[config.mk]
export PLATFORM = sky130hd
export DESIGN_NAME = bmc_rx_framer
export DESIGN_NICKNAME = d
export VERILOG_FILES = /design/src/rtl/bmc_rx_framer.sv
export SDC_FILE = /design/constraint.sdc
export NUM_CORES = 1
export LEC_CHECK = 0
export BUFFER_PORTS_ARGS = -buffer_cell sky130_fd_sc_hd__clkbuf_2
export CAP_MARGIN = 20
export CORE_UTILIZATION = 38
export CTS_CLUSTER_SIZE = 40
export DETAILED_ROUTE_END_ITERATION = 7
export MAX_ROUTING_LAYER = met4
export PLACE_DENSITY_LB_ADDON = 0.1
export REMOVE_ABC_BUFFERS = 1
export SLEW_MARGIN = 20
export SYNTH_ARGS = -nofsm -noshare
export SYNTH_HDL_FRONTEND = slang
export SYNTH_SLANG_ARGS = --single-unit
[constraint.sdc]
create_clock -name clk -period 2.6 [get_ports clk]
set_clock_uncertainty 0.05 [all_clocks]
set_input_delay 0.13 -clock clk [delete_from_list [all_inputs] [get_ports clk]]
set_output_delay 0.13 -clock clk [all_outputs]
set_load 0.005 [all_outputs]
[src/rtl/bmc_rx_framer.sv]
// Oversampling BMC receive framer: recovers half-bit timing from line edges, hunts for
// the BMC-violating preamble and hands 48 captured half-bit cells to the decoder.
module bmc_rx_framer #(
  parameter int SAMPLES_PER_HALFBIT = 4
) (
  input  logic        clk,
  input  logic        rst,
  input  logic        rx_in,
  output logic        valid_out,
  output logic [47:0] o_block,
  output logic        frame_err
);
  localparam int PH_W = $clog2(SAMPLES_PER_HALFBIT);
  localparam logic [PH_W-1:0] PH_LAST = PH_W'(SAMPLES_PER_HALFBIT - 1);
  localparam logic [PH_W-1:0] PH_MID  = PH_W'(SAMPLES_PER_HALFBIT / 2);

  typedef enum logic {HUNT, DATA} state_t;
  state_t state, state_nxt;

  logic            rx_meta, rx_s, rx_d;
  logic            rx_edge, strobe, hb;
  logic [PH_W-1:0] ph;
  logic [5:0]      pre, pre_nxt, pre_shift;
  logic [5:0]      cnt, cnt_nxt;
  logic [47:0]     sh, sh_nxt, block_nxt;
  logic            last, last_nxt;
  logic            valid_nxt, err_nxt;

  // Stage: line synchronizer, edge detect and half-bit phase counter
  always_ff @(posedge clk) begin
    if (rst) begin
      rx_meta <= 1'b0;
      rx_s    <= 1'b0;
      rx_d    <= 1'b0;
      ph      <= '0;
    end else begin
      rx_meta <= rx_in;
      rx_s    <= rx_meta;
      rx_d    <= rx_s;
      if (rx_edge || ph == PH_LAST) ph <= '0;
      else                          ph <= ph + 1'b1;
    end
  end

  assign rx_edge   = rx_s ^ rx_d;
  assign strobe    = (ph == PH_MID) && !rx_edge;
  assign hb        = rx_s;
  assign pre_shift = {pre[4:0], hb};

  // Stage: preamble hunt and cell capture, decided on each strobe
  always_comb begin
    state_nxt = state;
    pre_nxt   = pre;
    cnt_nxt   = cnt;
    sh_nxt    = sh;
    last_nxt  = last;
    block_nxt = o_block;
    valid_nxt = 1'b0;
    err_nxt   = 1'b0;
    case (state)
      HUNT: begin
        if (strobe) begin
          pre_nxt = pre_shift;
          if (pre_shift == 6'b111000 || pre_shift == 6'b000111) begin
            state_nxt = DATA;
            cnt_nxt   = '0;
            last_nxt  = hb;
          end
        end
      end
      DATA: begin
        if (strobe) begin
          sh_nxt   = {sh[46:0], hb};
          last_nxt = hb;
          // Even cells open a bit and must flip relative to the cell before them
          if (!cnt[0] && (hb == last)) begin
            err_nxt   = 1'b1;
            pre_nxt   = '0;
            state_nxt = HUNT;
          end else if (cnt == 6'd47) begin
            block_nxt = {sh[46:0], hb};
            valid_nxt = 1'b1;
            pre_nxt   = '0;
            state_nxt = HUNT;
          end else begin
            cnt_nxt = cnt + 6'd1;
          end
        end
      end
      default: state_nxt = HUNT;
    endcase
  end

  // Stage: framer state and registered outputs
  always_ff @(posedge clk) begin
    if (rst) begin
      state     <= HUNT;
      pre       <= '0;
      cnt       <= '0;
      sh        <= '0;
      last      <= 1'b0;
      o_block   <= '0;
      valid_out <= 1'b0;
      frame_err <= 1'b0;
    end else begin
      state     <= state_nxt;
      pre       <= pre_nxt;
      cnt       <= cnt_nxt;
      sh        <= sh_nxt;
      last      <= last_nxt;
      o_block   <= block_nxt;
      valid_out <= valid_nxt;
      frame_err <= err_nxt;
    end
  end

endmodule

==> impl_metrics.json, run 1 <==
{
  "status": "finished, final reports clean",
  "crit_fanout": 34,
  "tns_ps": 0,
  "cp-end-kind": "flip-flop",
  "drv_cap": 0,
  "grt_usage_pct": 17.9,
  "fin_ws_ps": 498,
  "core_um2": 11000,
  "ir_drop_mv": 0.631,
  "fin_area_um2": 5370,
  "place_congestion": 0.727,
  "vias": 3664,
  "drtIter0Drc": 189,
  "die_width_um": 109,
  "vias_per_cell": 5.20,
  "tritoncts": "yes",
  "syn_area_um2": 4330,
  "path_class": "reg -> reg",
  "netlist_top_cells_area": "dfxtp_1 53%, a21oi_1 11%, nand2_1 8.6%",
  "post_cts_buffers": 0,
  "dp_hpwl_mm": 5.38,
  "pre_cts_slack_ps": 362,
  "nNetsFinal": 557,
  "clockRootBuffer": "clkbuf_16",
  "synth_top_area_cell": "dfxtp_1",
  "cts_resized": 0,
  "synth-seq-area-share_pct": 53.2,
  "cts.sinks": 115,
  "drt_first_pass_iters": 5,
  "post-route-drc-count": 0,
  "layout-drive-gt1-share_pct": 17.0,
  "htreeDepth": 4,
  "fmax_mhz": 476,
  "io_pins": 53,
  "period_share_pct": 80.8,
  "clkTransAtPathRegs_ps": 50,
  "crit_path_start_kind": "flip-flop",
  "synth_cell_type_count": 40,
  "ys_ff_latch": 115,
  "grt-ovfl-total": 0,
  "syn_to_final_growth_pct": 24.0,
  "clock_latency_ps": 400,
  "postRouteAntennaNets": 0,
  "layout.area.seq_um2": 2300,
  "worstPathArrival_ps": 2380,
  "p_leak_nw": 1.88,
  "synth_cells": 516,
  "wl_per_cell_um": 13.3,
  "rsz0062_at_grt": "no",
  "grt_pass1_wl_mm": 16.0,
  "yosys_warnings": 0,
  "worst_pin_slew_ps": 595,
  "drv_slew": 0,
  "cts.path.max_buffers": 2,
  "final-setup-viol-count": 0,
  "hold_violations": 0,
  "fp-row-count": 38,
  "cts_buffers": 17,
  "die_area_um2": 11800,
  "fin_crit_ps": 2100,
  "dpl_cell_area_um2": 4690,
  "grt_pass1_vias": 3491,
  "synth_top_area_share_pct": 53.2,
  "postCtsHoldBufs": 1,
  "start_util_pct": 39.4,
  "fp.dieH_um": 109,
  "fillers": 1068,
  "finalPower_mw": 4.32,
  "routed_wl_mm": 9.36,
  "portBuffers": 52,
  "powerDensity_nw_per_um2": 805,
  "multiInputGateArea_um2": 1840,
  "grt_start_max_net_pins": 70,
  "required_ps": 2880,
  "maxSlewHeadroom_pct": 60.1,
  "avgSynthCellArea_um2": 8.38,
  "n_antenna_cell": 0,
  "grt_antenna_before_repair": 0,
  "min_path_type": "in -> reg"
}
-- per-layer routing --
layer / GRT usage, % / part of all wire [%]
met5: - / 0
met4: 8.98 / 1.5
met3: 4.66 / 2.8
met2: 27.6 / 46
met1: 21.5 / 50
-- final timing paths --
check	slack (ps)	start	endpoint	cells past startpoint
min reg2reg	400	rx_meta	hb	1
max	500	cnt[0]	o_block[43]	6
min	130	rst	rx_meta	2
max reg2reg	500	cnt[0]	o_block[43]	6
-- power by group --
| group | internal (mW) | switching [mW] |
|---|---|---|
| logic | 0.0163 | 0.0447 |
| clock network | 1.70 | 0.781 |
| registers | 1.77 | 0.00533 |
| total | 3.49 | 0.831 |
-- worst max-delay path: stages, from the launching register on --
cell	delay (ps)
dfxtp_1	490
ha_1	270
nand3_1	240
a211oi_4	290
buf_4	380
nand3_1	140
a21oi_1	160
-- metrics by stage --
step	hold slack, ps	instances	utilization [%]
after floorplan	149	471	-
after global placement	303	670	42.7
final	129	704	48.8
after detailed placement	303	670	42.7
after global routing	142	704	48.8
after CTS	119	703	48.6
-- Yosys cell counts --
master	number
o21ai_1	2
buf_6	1
a311oi_1	4
nor4bb_1	2
o211ai_2	1
o21a_1	1
a211oi_2	2
nand2_1	99
and2_1	1
nand4_1	1
dfxtp_1	115
a22oi_1	2
nand3_1	51
o22ai_1	1
ha_1	3
a21oi_1	98
nor2b_1	6
a41oi_1	1
nor2_1	5
clkbuf_1	22
clkbuf_2	1
o21ai_0	47
mux2i_1	1
a22o_1	5
o221ai_1	1
xnor2_2	1
or4_1	1
and3_1	3
inv_1	2
xor2_1	1
xnor2_1	1
buf_1	1
nor3_1	2
a31oi_1	3
nand3b_1	2
o31ai_1	1
buf_2	17
a221oi_1	1
nand2b_1	4
buf_4	3
-- cell usage in the layout (no fill, tap or decap), drive strengths merged --
cell type	Yosys	routed
o221ai	1	1
a221oi	1	1
o31ai	1	1
and3	3	3
a22o	5	5
xor2	1	1
nor3	2	2
a211oi	2	2
a21oi	98	98
o211ai	1	1
inv	2	3
a22oi	2	2
o21ai	49	49
o21a	1	1
nand2	99	99
nand2b	4	4
ha	3	3
buf	22	9
mux2i	1	1
o22ai	1	1
nand4	1	1
a31oi	3	3
and2	1	1
bufinv	0	4
xnor2	2	2
clkinv	0	4
a311oi	4	4
nand3	51	51
nor2	5	5
nand3b	2	2
or4	1	1
nor2b	6	6
a41oi	1	1
dlygate4sd3	0	1
dfxtp	115	115
nor4bb	2	2
clkbuf	23	74
-- flip-flops by register name, indices dropped and copies added (netlist names), 2 cells and up --
| signal | count |
|---|---|
| o_block | 48 |
| sh | 47 |
| cnt | 6 |
| pre | 5 |
| ph | 2 |
-- cells by family (layout without fill, tap and decap cells) --
group / Yosys count / after routing / share of synthesized area, %
flip-flops: 115 / 115 / 53.2
buffers and inverters: 47 / 95 / 5.03
adder cells (fa/ha/maj): 3 / 3 / 0.868
XOR/XNOR: 3 / 3 / 0.781
multiplexers: 1 / 1 / 0.231
AO/OA/AOI/OAI: 170 / 170 / 21.6
AND/OR/NAND/NOR: 177 / 177 / 18.3
-- final cells by class --
| class | count | share of cell area, % |
|---|---|---|
| Sequential cell | 115 | 42.9 |
| Multi-Input combinational cell | 354 | 34.3 |
| Clock buffer | 23 | 9.10 |
| Timing Repair Buffer | 61 | 7.51 |
| Tap cell | 140 | 3.26 |
| Clock inverter | 9 | 2.78 |
| Inverter | 2 | 0.140 |
Note: power is estimated with default switching activity, not from simulation.
==> run 2, diff against run 1 <==
==> constraint.sdc (replaced) <==
create_clock -name clk -period 2.1 [get_ports clk]
set_clock_uncertainty 0.05 [all_clocks]
set_input_delay 0.105 -clock clk [delete_from_list [all_inputs] [get_ports clk]]
set_output_delay 0.105 -clock clk [all_outputs]
set_load 0.005 [all_outputs]
==> run 2 against run 1 <==
  * Sequential power is 24% higher
  * Maximum frequency is 8.5% higher
  * Die area stayed put
  * Register-to-register slack worse by 340 ps
  * Flip-flop and latch count stayed put
  * Largest power group unchanged
  * Routed wire length is 0.17% higher
==> impl_metrics.json, run 2 (synthesis gave the netlist of run 1 again) <==
{
  "finalPower_mw": 5.26,
  "fin_crit_ps": 1940,
  "fp-row-count": 38,
  "grt-ovfl-total": 0,
  "dp_hpwl_mm": 5.45,
  "fin_area_um2": 5410,
  "drt_first_pass_iters": 4,
  "postCtsHoldBufs": 1,
  "grt_antenna_before_repair": 0,
  "fmax_mhz": 516,
  "r2r_cells": 6,
  "htreeDepth": 4,
  "grt_util_met3_pct": 5.08,
  "tns_ps": 0,
  "clkTransAtPathRegs_ps": 60,
  "met1_usage_pct": 21.5,
  "required_ps": 2390,
  "crit_fanout": 18,
  "cts.sinks": 115,
  "largest-register": "o_block",
  "worst_pin_slew_ps": 571,
  "cp-end-kind": "flip-flop",
  "dpl_cell_area_um2": 4780,
  "n_antenna_cell": 0,
  "whs_ps": 143,
  "path_class": "reg -> reg",
  "nNetsFinal": 563,
  "largest_reg_flops": 48,
  "wl_per_cell_um": 13.2,
  "busiest_layer": "met2",
  "clockRootBuffer": "clkbuf_16",
  "p_leak_nw": 1.89,
  "post_cts_buffers": 0,
  "syn_to_final_growth_pct": 25.0,
  "hold_violations": 0,
  "routed_wl_mm": 9.37,
  "start_util_pct": 39.4,
  "fp.dieH_um": 109,
  "min_path_type": "in -> reg",
  "core_um2": 11000,
  "place_congestion": 0.746,
  "postRouteAntennaNets": 0,
  "portBuffers": 52,
  "status": "finished, final reports clean",
  "vias": 3706,
  "rsz0062_at_grt": "no",
  "drtIter0Drc": 176,
  "final-setup-viol-count": 0,
  "tritoncts": "yes",
  "worstPathArrival_ps": 2220,
  "grt_usage_pct": 17.4,
  "die_area_um2": 11800,
  "layout_common_cells": "115 x dfxtp_1, 99 x nand2_1, 98 x a21oi_1, 51 x clkbuf_2, 50 x nand3_1",
  "cts_resized": 0,
  "min_path_cells": 2,
  "period_share_pct": 92.3,
  "layout_commonest_cell": "dfxtp_1",
  "cts.path.max_buffers": 2,
  "ir_drop_mv": 0.495,
  "reg_top3": "o_block: 48 flops, sh: 47 flops, cnt: 6 flops",
  "drv_cap": 0,
  "grt_pass1_wl_mm": 15.6,
  "layout-drive-gt1-share_pct": 17.9,
  "grt_start_max_net_pins": 62,
  "grt_pass1_vias": 3312,
  "clock_latency_ps": 400,
  "vias_per_cell": 5.22,
  "drv_slew": 0,
  "die_width_um": 109,
  "crit_path_start_kind": "flip-flop",
  "powerDensity_nw_per_um2": 973,
  "maxSlewHeadroom_pct": 61.9,
  "io_pins": 53,
  "gr-usage-met2_pct": 26.9,
  "post-route-drc-count": 0,
  "cts_buffers": 17
}
## run 2: cell types whose count changed in the layout (fill, tap and decap cells not counted)
cell,delta
clkinv_4,+2
buf_16,-1
clkinvlp_4,+3
buf_12,+3
buf_4,+4
clkinv_2,-1
clkbuf_8,-4
## run 2: stage by stage
| step | setup slack [ps] | instances | utilization, % |
|---|---|---|---|
| global placement | 176 | 677 | 43.5 |
| CTS | 155 | 710 | 49.2 |
| floorplan | -1190 | 471 | - |
| finish | 162 | 710 | 49.2 |
| global route | 7.91 | 710 | 49.2 |
| detailed placement | 165 | 677 | 43.5 |
## run 2: per-layer routing
layer	share of wire, %	up-vias	wire, um
li1	-	1887	-
met2	48	79	4460
met3	4.6	9	431
met1	47	1731	4380
met5	0	-	0
met4	1.1	0	104
## run 2: worst paths after layout
| path | from | endpoint | slack (ps) |
|---|---|---|---|
| setup / recovery | cnt[0] | o_block[16] | 160 |
| hold / removal | rst | sh[9] | 140 |
| setup reg to reg | cnt[0] | o_block[16] | 160 |
| hold reg to reg | rx_meta | hb | 390 |
## run 2: cell type report
| class | count | area (um2) |
|---|---|---|
| fill | 1093 | 5580 |
| clock buffer | 19 | 433 |
| clock inverter | 13 | 184 |
| tap | 140 | 175 |
| inverter | 2 | 7.51 |
| timing repair buffer | 67 | 465 |
| multi-input combinational | 354 | 1840 |
| sequential | 115 | 2300 |
## run 2: worst max-delay path: stages, from the launching register on
cell and delay, ps:
dfxtp_1 470, ha_1 250, nand3_1 200, a211oi_4 330, buf_4 290, nand3_1 120
a21oi_1 150
## run 2: power breakdown
part	leakage (nW)	switching (mW)	internal, mW
registers	0.927	0.00647	2.19
logic	0.668	0.0554	0.0206
clock network	0.293	1.01	1.98
